$ cat config.mk
export PLATFORM = sky130hd
export DESIGN_NAME = amp_pwr_seq
export DESIGN_NICKNAME = d
export VERILOG_FILES = /design/src/rtl/amp_pwr_seq.sv
export SDC_FILE = /design/constraint.sdc
export NUM_CORES = 1
export LEC_CHECK = 0
export CAP_MARGIN = 20
export CORE_AREA = 10 10 71 78
export CTS_CLUSTER_DIAMETER = 150
export DETAILED_ROUTE_END_ITERATION = 16
export DIE_AREA = 0 0 81 88
export HOLD_SLACK_MARGIN = 0.02
export PLACE_DENSITY = 0.77
export SLEW_MARGIN = 20
export SYNTH_ARGS = -nofsm -noshare
export SYNTH_HDL_FRONTEND = slang
export SYNTH_SLANG_ARGS = --single-unit
$ cat constraint.sdc
create_clock -name clk -period 2.5 [get_ports clk]
set_input_delay 0.25 -clock clk [delete_from_list [all_inputs] [get_ports clk]]
set_output_delay 0.25 -clock clk [all_outputs]
set_load 0.005 [all_outputs]
$ cat src/rtl/amp_pwr_seq.sv
// Power sequencer and fault manager for NUM_AMP class-D amplifiers.
// Optional staggered amp release: define AMP_PWR_STAGGER_EN.
module amp_pwr_seq #(
  parameter int NUM_AMP     = 2,
  parameter int PWRUP_CYC   = 250000,
  parameter int MUTE_CYC    = 25000,
  parameter int FLT_FILT    = 4,
  parameter int RETRY_CYC   = 1000000,
  parameter int MAX_RETRY   = 3,
  parameter int STAGGER_CYC = 5000
) (
  input  logic                             clk,
  input  logic                             rst,
  input  logic                             en,
  input  logic [NUM_AMP-1:0]               Flt_n,
  input  logic                             clr_flt,
  output logic [NUM_AMP-1:0]               sht_dwn,
  output logic                             mute,
  output logic [NUM_AMP-1:0]               flt_latched,
  output logic                             locked,
  output logic [$clog2(MAX_RETRY+1)-1:0]   retry_cnt,
  output logic                             pwr_good
);

`ifdef AMP_PWR_STAGGER_EN
  localparam int REL_STEP = STAGGER_CYC;
`else
  // All amps release together, so the step between releases is zero.
  localparam int REL_STEP = STAGGER_CYC * 0;
`endif

  localparam int RW       = $clog2(MAX_RETRY+1);
  localparam int FW       = $clog2(FLT_FILT+1);
  localparam int REL_END  = (NUM_AMP-1) * REL_STEP;
  localparam int MUTE_END = REL_END + MUTE_CYC;
  localparam int TMAX0    = (PWRUP_CYC > RETRY_CYC) ? PWRUP_CYC : RETRY_CYC;
  localparam int TMAX     = (TMAX0 > MUTE_END) ? TMAX0 : MUTE_END;
  localparam int TW       = $clog2(TMAX+1);

  localparam logic [TW-1:0] T_PWR   = TW'(PWRUP_CYC-1);
  localparam logic [TW-1:0] T_RETRY = TW'(RETRY_CYC-1);
  localparam logic [TW-1:0] T_MUTE  = TW'(MUTE_END);
  localparam logic [TW-1:0] T_SAT   = TW'(TMAX);
  localparam logic [FW-1:0] F_THR   = FW'(FLT_FILT);
  localparam logic [RW-1:0] R_MAX   = RW'(MAX_RETRY);

  typedef enum logic [2:0] {
    OFF     = 3'd0,
    PWRUP   = 3'd1,
    RUN     = 3'd2,
    FAULT   = 3'd3,
    LOCKOUT = 3'd4
  } state_t;

  state_t state, state_n;

  logic [NUM_AMP-1:0] sync1, sync2;
  logic [FW-1:0]      fcnt [NUM_AMP];
  logic [NUM_AMP-1:0] flt;
  logic [TW-1:0]      timer;
  logic               tmr_clr;
  logic               fault_set;
  logic               retry_clr;
  logic               any_flt;

  // Two-flop synchronizer; idles high (no fault) out of reset.
  always_ff @(posedge clk or posedge rst) begin
    if (rst) begin
      sync1 <= '1;
      sync2 <= '1;
    end else begin
      sync1 <= Flt_n;
      sync2 <= sync1;
    end
  end

  // Saturating low-run counters; any high sample restarts the run.
  always_ff @(posedge clk or posedge rst) begin
    if (rst) begin
      for (int i = 0; i < NUM_AMP; i++) fcnt[i] <= '0;
    end else begin
      for (int i = 0; i < NUM_AMP; i++) begin
        if (sync2[i])
          fcnt[i] <= '0;
        else if (fcnt[i] != F_THR)
          fcnt[i] <= fcnt[i] + 1'b1;
      end
    end
  end

  // Filtered fault flags.
  always_comb begin
    flt = '0;
    for (int i = 0; i < NUM_AMP; i++) flt[i] = (fcnt[i] == F_THR);
  end

  assign any_flt = |flt;

  // State register.
  always_ff @(posedge clk or posedge rst) begin
    if (rst) state <= OFF;
    else     state <= state_n;
  end

  // Next-state logic; a fault beats en=0 in the powered states.
  always_comb begin
    state_n   = state;
    tmr_clr   = 1'b0;
    fault_set = 1'b0;
    retry_clr = 1'b0;
    unique case (state)
      OFF: begin
        if (en) state_n = PWRUP;
      end
      PWRUP: begin
        if (any_flt) begin
          state_n   = FAULT;
          fault_set = 1'b1;
        end else if (!en) begin
          state_n   = OFF;
          retry_clr = 1'b1;
        end else if (timer == T_PWR) begin
          state_n = RUN;
        end
      end
      RUN: begin
        if (any_flt) begin
          state_n   = FAULT;
          fault_set = 1'b1;
        end else if (!en) begin
          state_n   = OFF;
          retry_clr = 1'b1;
        end
      end
      FAULT: begin
        if (!en) begin
          state_n   = OFF;
          retry_clr = 1'b1;
        end else if (timer == T_RETRY) begin
          if (retry_cnt == R_MAX)
            state_n = LOCKOUT;
          else if (!any_flt)
            state_n = PWRUP;
          else
            tmr_clr = 1'b1;
        end
      end
      LOCKOUT: begin
        if (clr_flt) begin
          state_n   = OFF;
          retry_clr = 1'b1;
        end
      end
      default: state_n = OFF;
    endcase
    if (state_n != state) tmr_clr = 1'b1;
  end

  // Shared timer: restarts on every transition, saturates at its top.
  always_ff @(posedge clk or posedge rst) begin
    if (rst)                timer <= '0;
    else if (tmr_clr)       timer <= '0;
    else if (timer != T_SAT) timer <= timer + 1'b1;
  end

  // Sticky fault record; a newly latched bit survives a same-cycle clear.
  always_ff @(posedge clk or posedge rst) begin
    if (rst)
      flt_latched <= '0;
    else
      flt_latched <= (clr_flt ? '0 : flt_latched) |
                     (fault_set ? flt : '0);
  end

  // Fault counter, saturating at the lockout threshold.
  always_ff @(posedge clk or posedge rst) begin
    if (rst)
      retry_cnt <= '0;
    else if (retry_clr)
      retry_cnt <= '0;
    else if (fault_set && retry_cnt != R_MAX)
      retry_cnt <= retry_cnt + 1'b1;
  end

  // Outputs decoded from state and timer.
  always_comb begin
    sht_dwn  = '1;
    mute     = 1'b1;
    pwr_good = 1'b0;
    locked   = (state == LOCKOUT);
    if (state == RUN) begin
      for (int i = 0; i < NUM_AMP; i++) begin
`ifdef AMP_PWR_STAGGER_EN
        sht_dwn[i] = (timer < TW'(i * REL_STEP));
`else
        sht_dwn[i] = 1'b0;
`endif
      end
      mute     = (timer < T_MUTE);
      pwr_good = !mute;
    end
  end

endmodule

After elaboration in Yosys (flattened, before gate mapping)
Cells that the tools add are included. Widths: inputs -> output; s select.

Bits of input ports: 6. Word-level logic and storage cells: 73. Bits in registers: 37. Output and inout port bits: 9.

Reductions and logical operators: 9. Magnitude comparators: 1. Equality and inequality tests: 14. Bitwise logic cells: 1. Multiplexer cells: 36. $add $sub $neg: 4.

Operator list (count): $mux 3 (15); $mux 20 (2); $add 20x1->20 const B (1); $eq 20x18->1 const B (1); $eq 20x20->1 const B (1); $lt 20x15->1 const B (1); $ne 20x20->1 const B (1); $pmux 3 s5 (1); $mux 1 (12); $mux 2 (5); $eq 3x3->1 const B (3); $reduce_bool 2->1 (4); $add 3x1->3 const B (2); $eq 3x2->1 const B (2); $ne 3x3->1 const B (2); $reduce_or 2->1 (2); $eq 3x1->1 const B (1); $logic_not 3->1 (1); $ne 3x3->1 (1); $pmux 1 s3 (1); $add 2x1->2 const B (1); $eq 2x2->1 const B (1); $ne 2x2->1 const B (1); $or 2x2->2 (1); 2 further kinds (2).

Depth between registers and ports, before layout
Gate-level depths: netlist of the first run.

Depth in word-level cells: 10. Mapped depth: 8.

Least setup slack after synthesis of the first run
OpenSTA, ideal clock, no wires.

Path type: reg2reg. From: register timer[10]. To: register timer[0]. Stages on the path, launching flop included: 7. Path buffers: 1. Clock period less this slack: 2.063 ns. Arrival time: 1.912 ns. Setup slack: 0.437 ns. Required time: 2.350 ns. Cell sequence: dfrtp_1 -> or2_2 -> nor4_2 -> a31oi_1 -> o311ai_1 -> buf_4 -> a211oi_2.

Word-level cells in the longest chain between the ends: 8. Elaborated cells between the ends (all ways): 16. Classes of those cells: 4 x eq/ne; 11 x mux; 1 x reduce/logical.

RTL lines: start: declaration (line 60) `logic [TW-1:0] timer;`; start signal: assignment (line 163) `else if (timer != T_SAT) timer <= timer + 1'b1;`; $eq 20x18->1 (line 122) `end else if (timer == T_PWR) begin`; $mux 3 (line 122); $mux 3 (line 119) `end else if (!en) begin`; $mux 3 (line 116) `if (any_flt) begin`; $pmux 3 s5 (line 111) `unique case (state)`; $ne 3x3->1 (line 156) `if (state_n != state) tmr_clr = 1'b1;`; $mux 1 (line 156); $mux 20 or $reduce_bool 2->1 (tied branches).

Parallel ways exist; a longest one is shown, timed or not. A chain may end at the register's enable or synchronous reset.

Worst setup path after layout of the first run
From: register timer[9]. To: output port mute.

Word-level cells in the longest chain between the ends: 2.

RTL lines: $lt 20x15->1 (line 199) `mute = (timer < T_MUTE);`; $mux 1 (line 191) `if (state == RUN) begin`; end: declaration (line 18) `output logic mute,`.

No other way between the ends.

==> metrics.csv, run 1 <==
metric,value,unit
dp_hpwl,3.10,mm
netlist_area,2260,µm²
syn_area_per_cell,9.79,µm²
htreeDepth,2,
antenna_found_initial,0,
synth_area_leaders,"dfrtp_1 (37%), a211oi_2 (11%), dfstp_2 (4.6%)",
synth_top_area_cell,dfrtp_1,
clock_latency,0.29,ns
cts_resized,0,
drive_above_1_share,19.9,%
leakage,1.04,nW
antenna_left,0,
crit_type,flip-flop to primary output,
routed_wl,4.52,mm
area_growth_syn_to_layout,14.4,%
cts_hold_buf,0,
pin_count,15,
first_global_vias,1847,
dieWidth,81,µm
yosysUniqueCellTypes,43,
io_buffers,14,
relSlewSlack,64.8,%
skew,0.00278,ns
first_pass_iters,4,
tritoncts,built,
grt_pass1_wl,8.16,mm
fin_crit,2.32,ns
design_area,2590,µm²
num-fill-cells,361,
synth_edf_count,0,
root_buffer,clkbuf_8,
synth_warnings,0,
critPathArrivalTime,2.07,ns
seq_area_frac_synth,41.2,%
yosysTopAreaCellShare,36.5,%
max_freq,430,MHz
design.core.area,3960,µm²
syn_inst,231,
antenna_cells,0,
critPathRequiredTime,2.25,ns
synth_flop_cell,dfrtp_1,
synth_nets,244,
die_area,7130,µm²
synth_most_common_cell,dfrtp_1,
fin_tns_setup,0,ns
cts_setup_buffers,0,
async_flop_share,100,%
powerDensity,617,nW/µm²
wire_per_inst,14.9,µm
crit_path_end_kind,primary output,
drv_slew,0,
dp_slack,0.247,ns
cts_buffer_depth,2,
worst_slew_pin_slew,0.523,ns
die-height,88,µm
fin_nets,263,
place_congestion,0.866,
cap_violations,0,
start_util,57.1,%
grt_max_degree,38,
placed_area,2490,µm²
vias,1734,
numCtsBuffers,5,
clock-sinks,37,
finalCritPeriodShare,93.0,%
synth_common_cells,"dfrtp_1 (33), a211oi_2 (20), nor2_1 (20)",
hold_viol,0,
path_clk_slew,0.07,ns
hold_path_class,input pin to flip-flop,
drc_errors,0,
path_max_fanout,7,
worst_slack,0.176,ns
cp-start-kind,flip-flop,
status,completed,
grt-ovfl-total,0,
peakVddDrop,0.000296,V
rows,24,
grt_use_total,14.3,%
drt_iter0_drc,95,
finish.utilization,65.3,%
rsz0062_at_grt,no,
setup_violations,0,
drt-vias-per-instance,5.72,
ys_ff_latch,37,
[layout by cell type (no fill, tap or decap), drive strengths merged]
cell / n
dfrtp: 33
nor2: 20
a211oi: 20
nand2: 17
inv: 16
clkdlybuf4s50: 14
xnor2: 12
nand3: 10
xor2: 10
nand4: 9
nand2b: 7
ha: 7
nor3: 7
buf: 7
nor4: 6
o21ai: 6
and3: 5
a21oi: 5
clkbuf: 5
dfstp: 4
nor2b: 3
or2: 3
o22ai: 3
a22oi: 2
or3: 2
mux2i: 2
o21a: 2
clkinv: 2
or3b: 1
nand3b: 1
a31oi: 1
nor3b: 1
o311ai: 1
a22o: 1
o31a: 1
and2: 1
a41oi: 1
a21boi: 1
and4: 1
clkinvlp: 1
[cells by family after synthesis]
logic type,synth area share (%)
AND/OR/NAND/NOR,22.5
XOR/XNOR,8.52
adder cells (fa/ha/maj),3.87
buffers and inverters,5.31
flip-flops,41.2
multiplexers,0.885
AO/OA/AOI/OAI,17.8
[where the power goes]
| group | switching (mW) | internal, mW | leakage (nW) | total (mW) |
|---|---|---|---|---|
| Combinational | 0.280 | 0.187 | 0.502 | 0.467 |
| Clock | 0.218 | 0.192 | 0.0439 | 0.410 |
| Sequential | 0.0673 | 0.651 | 0.490 | 0.719 |
[worst max-delay path: stages, from the launching register on]
cell	delay, ns
dfrtp_2	0.45
or3_4	0.41
nor3_2	0.15
o21a_1	0.16
nand2b_1	0.10
clkdlybuf4s50_1	0.50
[per-stage QoR]
stage          instances  hold WS [ns]  power [mW]
2_1_floorplan        231         0.254        1.08
3_5_place_dp         295         0.347        1.19
3_3_place_gp         295         0.346        1.18
5_1_grt              303         0.350        1.70
4_1_cts              303         0.349        1.61
6_report             303         0.354        1.60
[flip-flops by register name, summed over array words and instances, names as in the netlist]
name         cells
retry_cnt        2
fcnt             6
sync2            2
timer           20
state            3
flt_latched      2
sync1            2
[worst paths after layout]
check | depth (start not counted) | end | from | slack (ns)
worst max-delay path | 5 | mute | timer[9] | 0.18
worst min-delay path | 1 | sync1[1] | Flt_n[1] | 0.35
worst max register to register | 6 | timer[18] | timer[1] | 0.22
worst min register to register | 0 | sync2[1] | sync1[1] | 0.36
max in group asynchronous | 3 | timer[9] | rst | 1.80
min in group asynchronous | 3 | timer[4] | rst | 0.36
[cell type report]
cell class | instances | area [µm²] | area share (%)
inverter | 16 | 60.1 | 2.32
timing repair buffer | 21 | 205 | 7.93
sequential | 37 | 932 | 36.0
tap | 52 | 65.1 | 2.51
multi-input combinational | 169 | 1240 | 47.9
clock buffer | 5 | 68.8 | 2.66
clock inverter | 3 | 17.5 | 0.677
[per-layer routing]
layer / vias to the layer above / routed length [µm] / global-route usage, %
met2: 40 / 2210 / 24.3
li1: 852 / - / -
met5: - / 0 / 0
met1: 835 / 1990 / 16.6
met3: 7 / 236 / 3.79
met4: 0 / 78 / 6.30
Note: power is estimated with default switching activity, not from simulation.
==> run 2: changes to the inputs <==
--- a/config.mk
+++ b/config.mk
@@ -6,12 +6,14 @@
 export NUM_CORES = 1
 export LEC_CHECK = 0
 export CAP_MARGIN = 20
-export CORE_AREA = 10 10 71 78
+export CELL_PAD_IN_SITES_DETAIL_PLACEMENT = 0
+export CELL_PAD_IN_SITES_GLOBAL_PLACEMENT = 1
+export CORE_AREA = 10 10 78 87
 export CTS_CLUSTER_DIAMETER = 150
 export DETAILED_ROUTE_END_ITERATION = 16
-export DIE_AREA = 0 0 81 88
+export DIE_AREA = 0 0 88 97
 export HOLD_SLACK_MARGIN = 0.02
-export PLACE_DENSITY = 0.77
+export PLACE_DENSITY_LB_ADDON = 0.1
 export SLEW_MARGIN = 20
 export SYNTH_ARGS = -nofsm -noshare
 export SYNTH_HDL_FRONTEND = slang
==> run 2 against run 1 <==
Compared with the run above: sequential power about the same; combinational power about the same; cell area up 2.2%; via count down 1.6%; worst setup slack worse by 0.034 ns; clock-buffer cell count unchanged.
==> metrics.csv, run 2 (same netlist as run 1, synthesis figures left out) <==
metric,value,unit,change
rows,27,,+13%
worst_slew_pin_slew,0.479,ns,-0.0441 ns
pin_count,15,,unchanged
top_regs,"timer x20, fcnt x6, state x3",,
design_area,2650,µm²,+2.2%
clock_latency,0.29,ns,about the same
root_buffer,clkbuf_8,,
finalCritPeriodShare,94.4,%,+1.4 points
drt_iter0_drc,76,,-20%
antenna_found_initial,0,,unchanged
die-height,97,µm,+10%
grt-ovfl-total,0,,unchanged
largest_reg_flops,20,,unchanged
place_congestion,0.793,,-8.5%
tritoncts,built,,
critPathArrivalTime,2.11,ns,+0.04 ns
critPathRequiredTime,2.25,ns,about the same
dp_hpwl,3.32,mm,+7.1%
fin_nets,264,,+0.38%
hold_viol,0,,unchanged
relSlewSlack,67.8,%,+3.0 points
drive_above_1_share,19.8,%,-0.079 points
peakVddDrop,0.000374,V,+26%
dieWidth,88,µm,+8.6%
cts_buffer_depth,2,,unchanged
cts_setup_buffers,0,,unchanged
die_area,8540,µm²,+20%
htreeDepth,2,,unchanged
layout_commonest_cell,dfrtp_1,,
skew,0.00547,ns,+0.00268 ns
antenna_cells,0,,unchanged
clock-sinks,37,,unchanged
drv_slew,0,,unchanged
worst_slack,0.141,ns,-0.0345 ns
fin_tns_setup,0,ns,unchanged
first_global_vias,1733,,-6.2%
path_clk_slew,0.08,ns,about the same
cts_hold_buf,0,,unchanged
design.core.area,4970,µm²,+25%
crit_path_end_kind,primary output,,
drc_errors,0,,unchanged
powerDensity,681,nW/µm²,+10%
antenna_left,0,,unchanged
finalPower,1.80,mW,+13%
setup_violations,0,,unchanged
path_max_fanout,7,,unchanged
cp-start-kind,flip-flop,,
status,completed,,
grt_max_degree,38,,unchanged
top_register,timer,,
mostFrequentLayoutCells,"dfrtp_1 (32), nor2_1 (20), a211oi_2 (20), nand2_1 (17), inv_1 (15)",,
routed_wl,4.74,mm,+4.8%
max_freq,424,MHz,-1.5%
rsz0062_at_grt,no,,
cts_resized,0,,unchanged
vias,1706,,-1.6%
grt_use_total,11.8,%,-2.5 points
first_pass_iters,4,,unchanged
grt_pass1_wl,8.24,mm,+0.93%
io_buffers,14,,unchanged
area_growth_syn_to_layout,16.9,%,
leakage,1.07,nW,+3.0%
hold_path_class,flip-flop to flip-flop,,
start_util,45.6,%,-12 points
wire_per_inst,15.3,µm,+2.5%
drt-vias-per-instance,5.50,,-3.8%
crit_type,flip-flop to primary output,,
dp_slack,0.181,ns,-0.0658 ns
cap_violations,0,,unchanged
placed_area,2500,µm²,+0.60%
numCtsBuffers,5,,unchanged
fin_crit,2.36,ns,+0.0345 ns
[run 2: cell count changes in the layout (fill, tap and decap cells not counted)]
cell,before,now
clkinv_2,2,1
or3_4,2,1
bufinv_16,0,2
clkinvlp_4,1,0
or3_1,0,1
buf_4,6,7
[run 2: metal layers]
metal / routed length [µm] / track usage (%)
met5: 0 / 0
met4: 70 / 4.89
met3: 170 / 2.93
met2: 2290 / 19.0
met1: 2200 / 14.5
[run 2: worst paths after layout]
kind                       slack [ns]  depth (start not counted)     start         to
min reg2reg                      0.35                          0  sync1[0]   sync2[0]
min in group asynchronous        0.36                          3       rst   timer[6]
min                              0.35                          0  sync1[0]   sync2[0]
max reg2reg                      0.23                          6  timer[1]  timer[16]
max                              0.14                          5  timer[9]       mute
max in group asynchronous        1.78                          3       rst   timer[9]
[run 2: layout make-up]
cell class	count	area (µm²)
Inverter	16	60.1
Clock inverter	3	65.1
Clock buffer	5	68.8
Timing Repair Buffer	22	213
Multi-Input combinational cell	169	1230
Fill cell	465	2320
Tap cell	58	72.6
Sequential cell	37	932
[run 2: per-stage QoR]
step,hold slack (ns),utilization (%),cells
after CTS,0.349,53.1,310
after detailed placement,0.347,50.4,302
after floorplan,0.254,-,231
after global placement,0.345,50.4,302
final,0.353,53.3,310
after global routing,0.344,53.3,310
[run 2: critical path, stage by stage, from the launching register on]
cell,delay (ns)
dfrtp_2,0.45
or3_1,0.42
nor3_2,0.16
o21a_1,0.17
nand2b_1,0.11
clkdlybuf4s50_1,0.51
[run 2: report_power, final]
part / internal (mW) / switching, mW / leakage (nW)
logic: 0.187 / 0.276 / 0.509
registers: 0.651 / 0.0695 / 0.490
clock network: 0.396 / 0.221 / 0.0681
==> run 3: changes to the inputs <==
--- a/config.mk
+++ b/config.mk
@@ -8,10 +8,10 @@
 export CAP_MARGIN = 20
 export CELL_PAD_IN_SITES_DETAIL_PLACEMENT = 0
 export CELL_PAD_IN_SITES_GLOBAL_PLACEMENT = 1
-export CORE_AREA = 10 10 78 87
+export CORE_AREA = 10 10 99 110
 export CTS_CLUSTER_DIAMETER = 150
 export DETAILED_ROUTE_END_ITERATION = 16
-export DIE_AREA = 0 0 88 97
+export DIE_AREA = 0 0 109 120
 export HOLD_SLACK_MARGIN = 0.02
 export PLACE_DENSITY_LB_ADDON = 0.1
 export SLEW_MARGIN = 20
==> run 3 against run 2 <==
Compared with the run above: global-route usage fell by 2.5 points; via count grew 3.7%; first-iteration DRC count grew 30%; critical path depth is the same; flip-flop and latch count stayed put; non-clock buffer count grew 5; fmax is 0.39% lower; final cell count grew 20%; power rose by 4.1%; critical path type unchanged; largest cell class unchanged.
==> metrics.csv, run 3 (same netlist as run 1, synthesis figures left out) <==
metric,value,unit,change
cts_setup_buffers,0,,unchanged
peakVddDrop,0.000208,V,-44%
p_seq_share,38.1,%,-1.9 points
internal_power,1.26,mW,+2.3%
die-height,120,µm,+24%
critPathBufInv,1,,unchanged
dieWidth,109,µm,+24%
register_area,931,µm²,-0.13%
design_area,2780,µm²,+5.1%
status,completed,,
p_sw_share,32.6,%,+1.1 points
multi_input_area,1250,µm²,+1.0%
path_max_fanout,6,,-1
critPathRequiredTime,2.25,ns,about the same
path_clk_slew,0.09,ns,about the same
grt_pass1_wl,9.90,mm,+20%
dp_hpwl,3.94,mm,+19%
die_area,13100,µm²,+53%
cp-startpoint,timer[10],,
io_buffers,14,,unchanged
vias,1769,,+3.7%
max_freq,422,MHz,-0.39%
combPwrFrac,27.6,%,+1.9 points
drive_above_1_share,21.3,%,+1.5 points
layout_commonest_cell,dfrtp_1,,
largest_reg_flops,20,,unchanged
placed_area,2630,µm²,+4.8%
skew,0.00965,ns,+0.00419 ns
crit_family,simple AND/OR/NAND/NOR gates,,
crit_type,flip-flop to primary output,,
powerDensity,674,nW/µm²,-0.98%
start_util,26.0,%,-20 points
crit_chain,or3_1 > nor3_1 > o21a_1 > nand2b_1 > clkdlybuf4s50_1,,
htreeDepth,2,,unchanged
worst_slack,0.132,ns,-0.00933 ns
drt_iter0_drc,99,,+30%
hold_viol,0,,unchanged
critPathArrivalTime,2.12,ns,about the same
numCtsBuffers,5,,unchanged
leakage,1.10,nW,+3.1%
p_sw,0.611,mW,+7.9%
antenna_found_initial,0,,unchanged
first_global_vias,1881,,+8.5%
grt_use_total,9.30,%,-2.5 points
cts_buffer_depth,2,,unchanged
top_register,timer,,
cpPeakStageDelay,0.50,ns,about the same
drv_slew,0,,unchanged
worst_slew_pin_slew,0.511,ns,+0.0321 ns
design.core.area,8690,µm²,+75%
cp-start-kind,flip-flop,,
routed_wl,5.82,mm,+23%
hold_path_class,flip-flop to flip-flop,,
root_buffer,clkbuf_8,,
top_regs,"timer x20, fcnt x6, state x3",,
wire_per_inst,15.6,µm,+2.3%
fin_nets,270,,+2.3%
setup_violations,0,,unchanged
mostFrequentLayoutCells,"dfrtp_1 (33), nor2_1 (20), a211oi_2 (20), nand2_1 (17), inv_1 (15)",,
fin_crit,2.37,ns,+0.00933 ns
reg2reg_setup_slack,0.21,ns,-0.02 ns
num-fill-cells,922,,+98%
pwr-share-clk,34.3,%,about the same
drt-vias-per-instance,4.76,,-14%
drc_errors,0,,unchanged
clock_latency,0.29,ns,about the same
antenna_cells,0,,unchanged
finalCritPeriodShare,94.7,%,+0.37 points
place_congestion,0.745,,-6.0%
rows,36,,+33%
slowest_stage,clkdlybuf4s50_1,,
pin_count,15,,unchanged
dp_slack,0.160,ns,-0.0207 ns
r2r-start,timer[1],,
tritoncts,built,,
crit_path_end_kind,primary output,,
first_pass_iters,4,,unchanged
antenna_left,0,,unchanged
fin_tns_setup,0,ns,unchanged
relSlewSlack,65.9,%,-1.8 points
rsz0062_at_grt,no,,
cap_violations,0,,unchanged
area_growth_syn_to_layout,22.9,%,
grt_max_degree,38,,unchanged
clock-sinks,37,,unchanged
min_from,sync1[0],,
grt-ovfl-total,0,,unchanged
## run 3: power by group through the flow
stage | logic, mW | registers (mW) | clock network, mW
2_1_floorplan | 0.379 | 0.702 | 0
3_3_place_gp | 0.517 | 0.727 | 0
3_5_place_dp | 0.512 | 0.725 | 0
4_1_cts | 0.513 | 0.712 | 0.668
5_1_grt | 0.577 | 0.728 | 0.699
6_report | 0.517 | 0.715 | 0.643
## run 3: area by class of cell
cell class              instances  area share (%)
clock buffers                   5            2.48
flip-flops and latches         37            33.5
multi-input cells             170            44.8
clock inverters                 3            2.48
well taps                     114            5.13
inverters                      16            2.16
repair buffers                 27            9.45
## run 3: what timing repair did
action / CTS / global route
hold buffers: 0 / 0
gates resized for setup: 0 / 2
endpoints found under the setup margin: 0 / 18
## run 3: worst paths after layout
kind | cells past startpoint | endpoint
worst max-delay path | 5 | mute
worst min-delay path | 0 | sync2[0]
worst max register to register | 6 | timer[9]
worst min register to register | 0 | sync2[0]
max in group asynchronous | 3 | sync1[1]
min in group asynchronous | 3 | timer[1]
## run 3: layer usage
metal  vias up  track usage [%]  wire [µm]
met5         -                0          0
met4         0             1.98         36
met3         2             2.19        176
met2        22             15.5       2810
met1       871             11.8       2790
li1        874                -          -
## run 3: per-stage QoR
step           hold slack, ns  util, %  instances  total power [mW]
2_1_floorplan           0.254        -        231              1.08
3_3_place_gp            0.346     30.2        363              1.24
3_5_place_dp            0.348     30.2        363              1.24
4_1_cts                 0.352     31.8        371              1.89
5_1_grt                 0.349     32.0        372              2.00
6_report                0.359     32.0        372              1.88
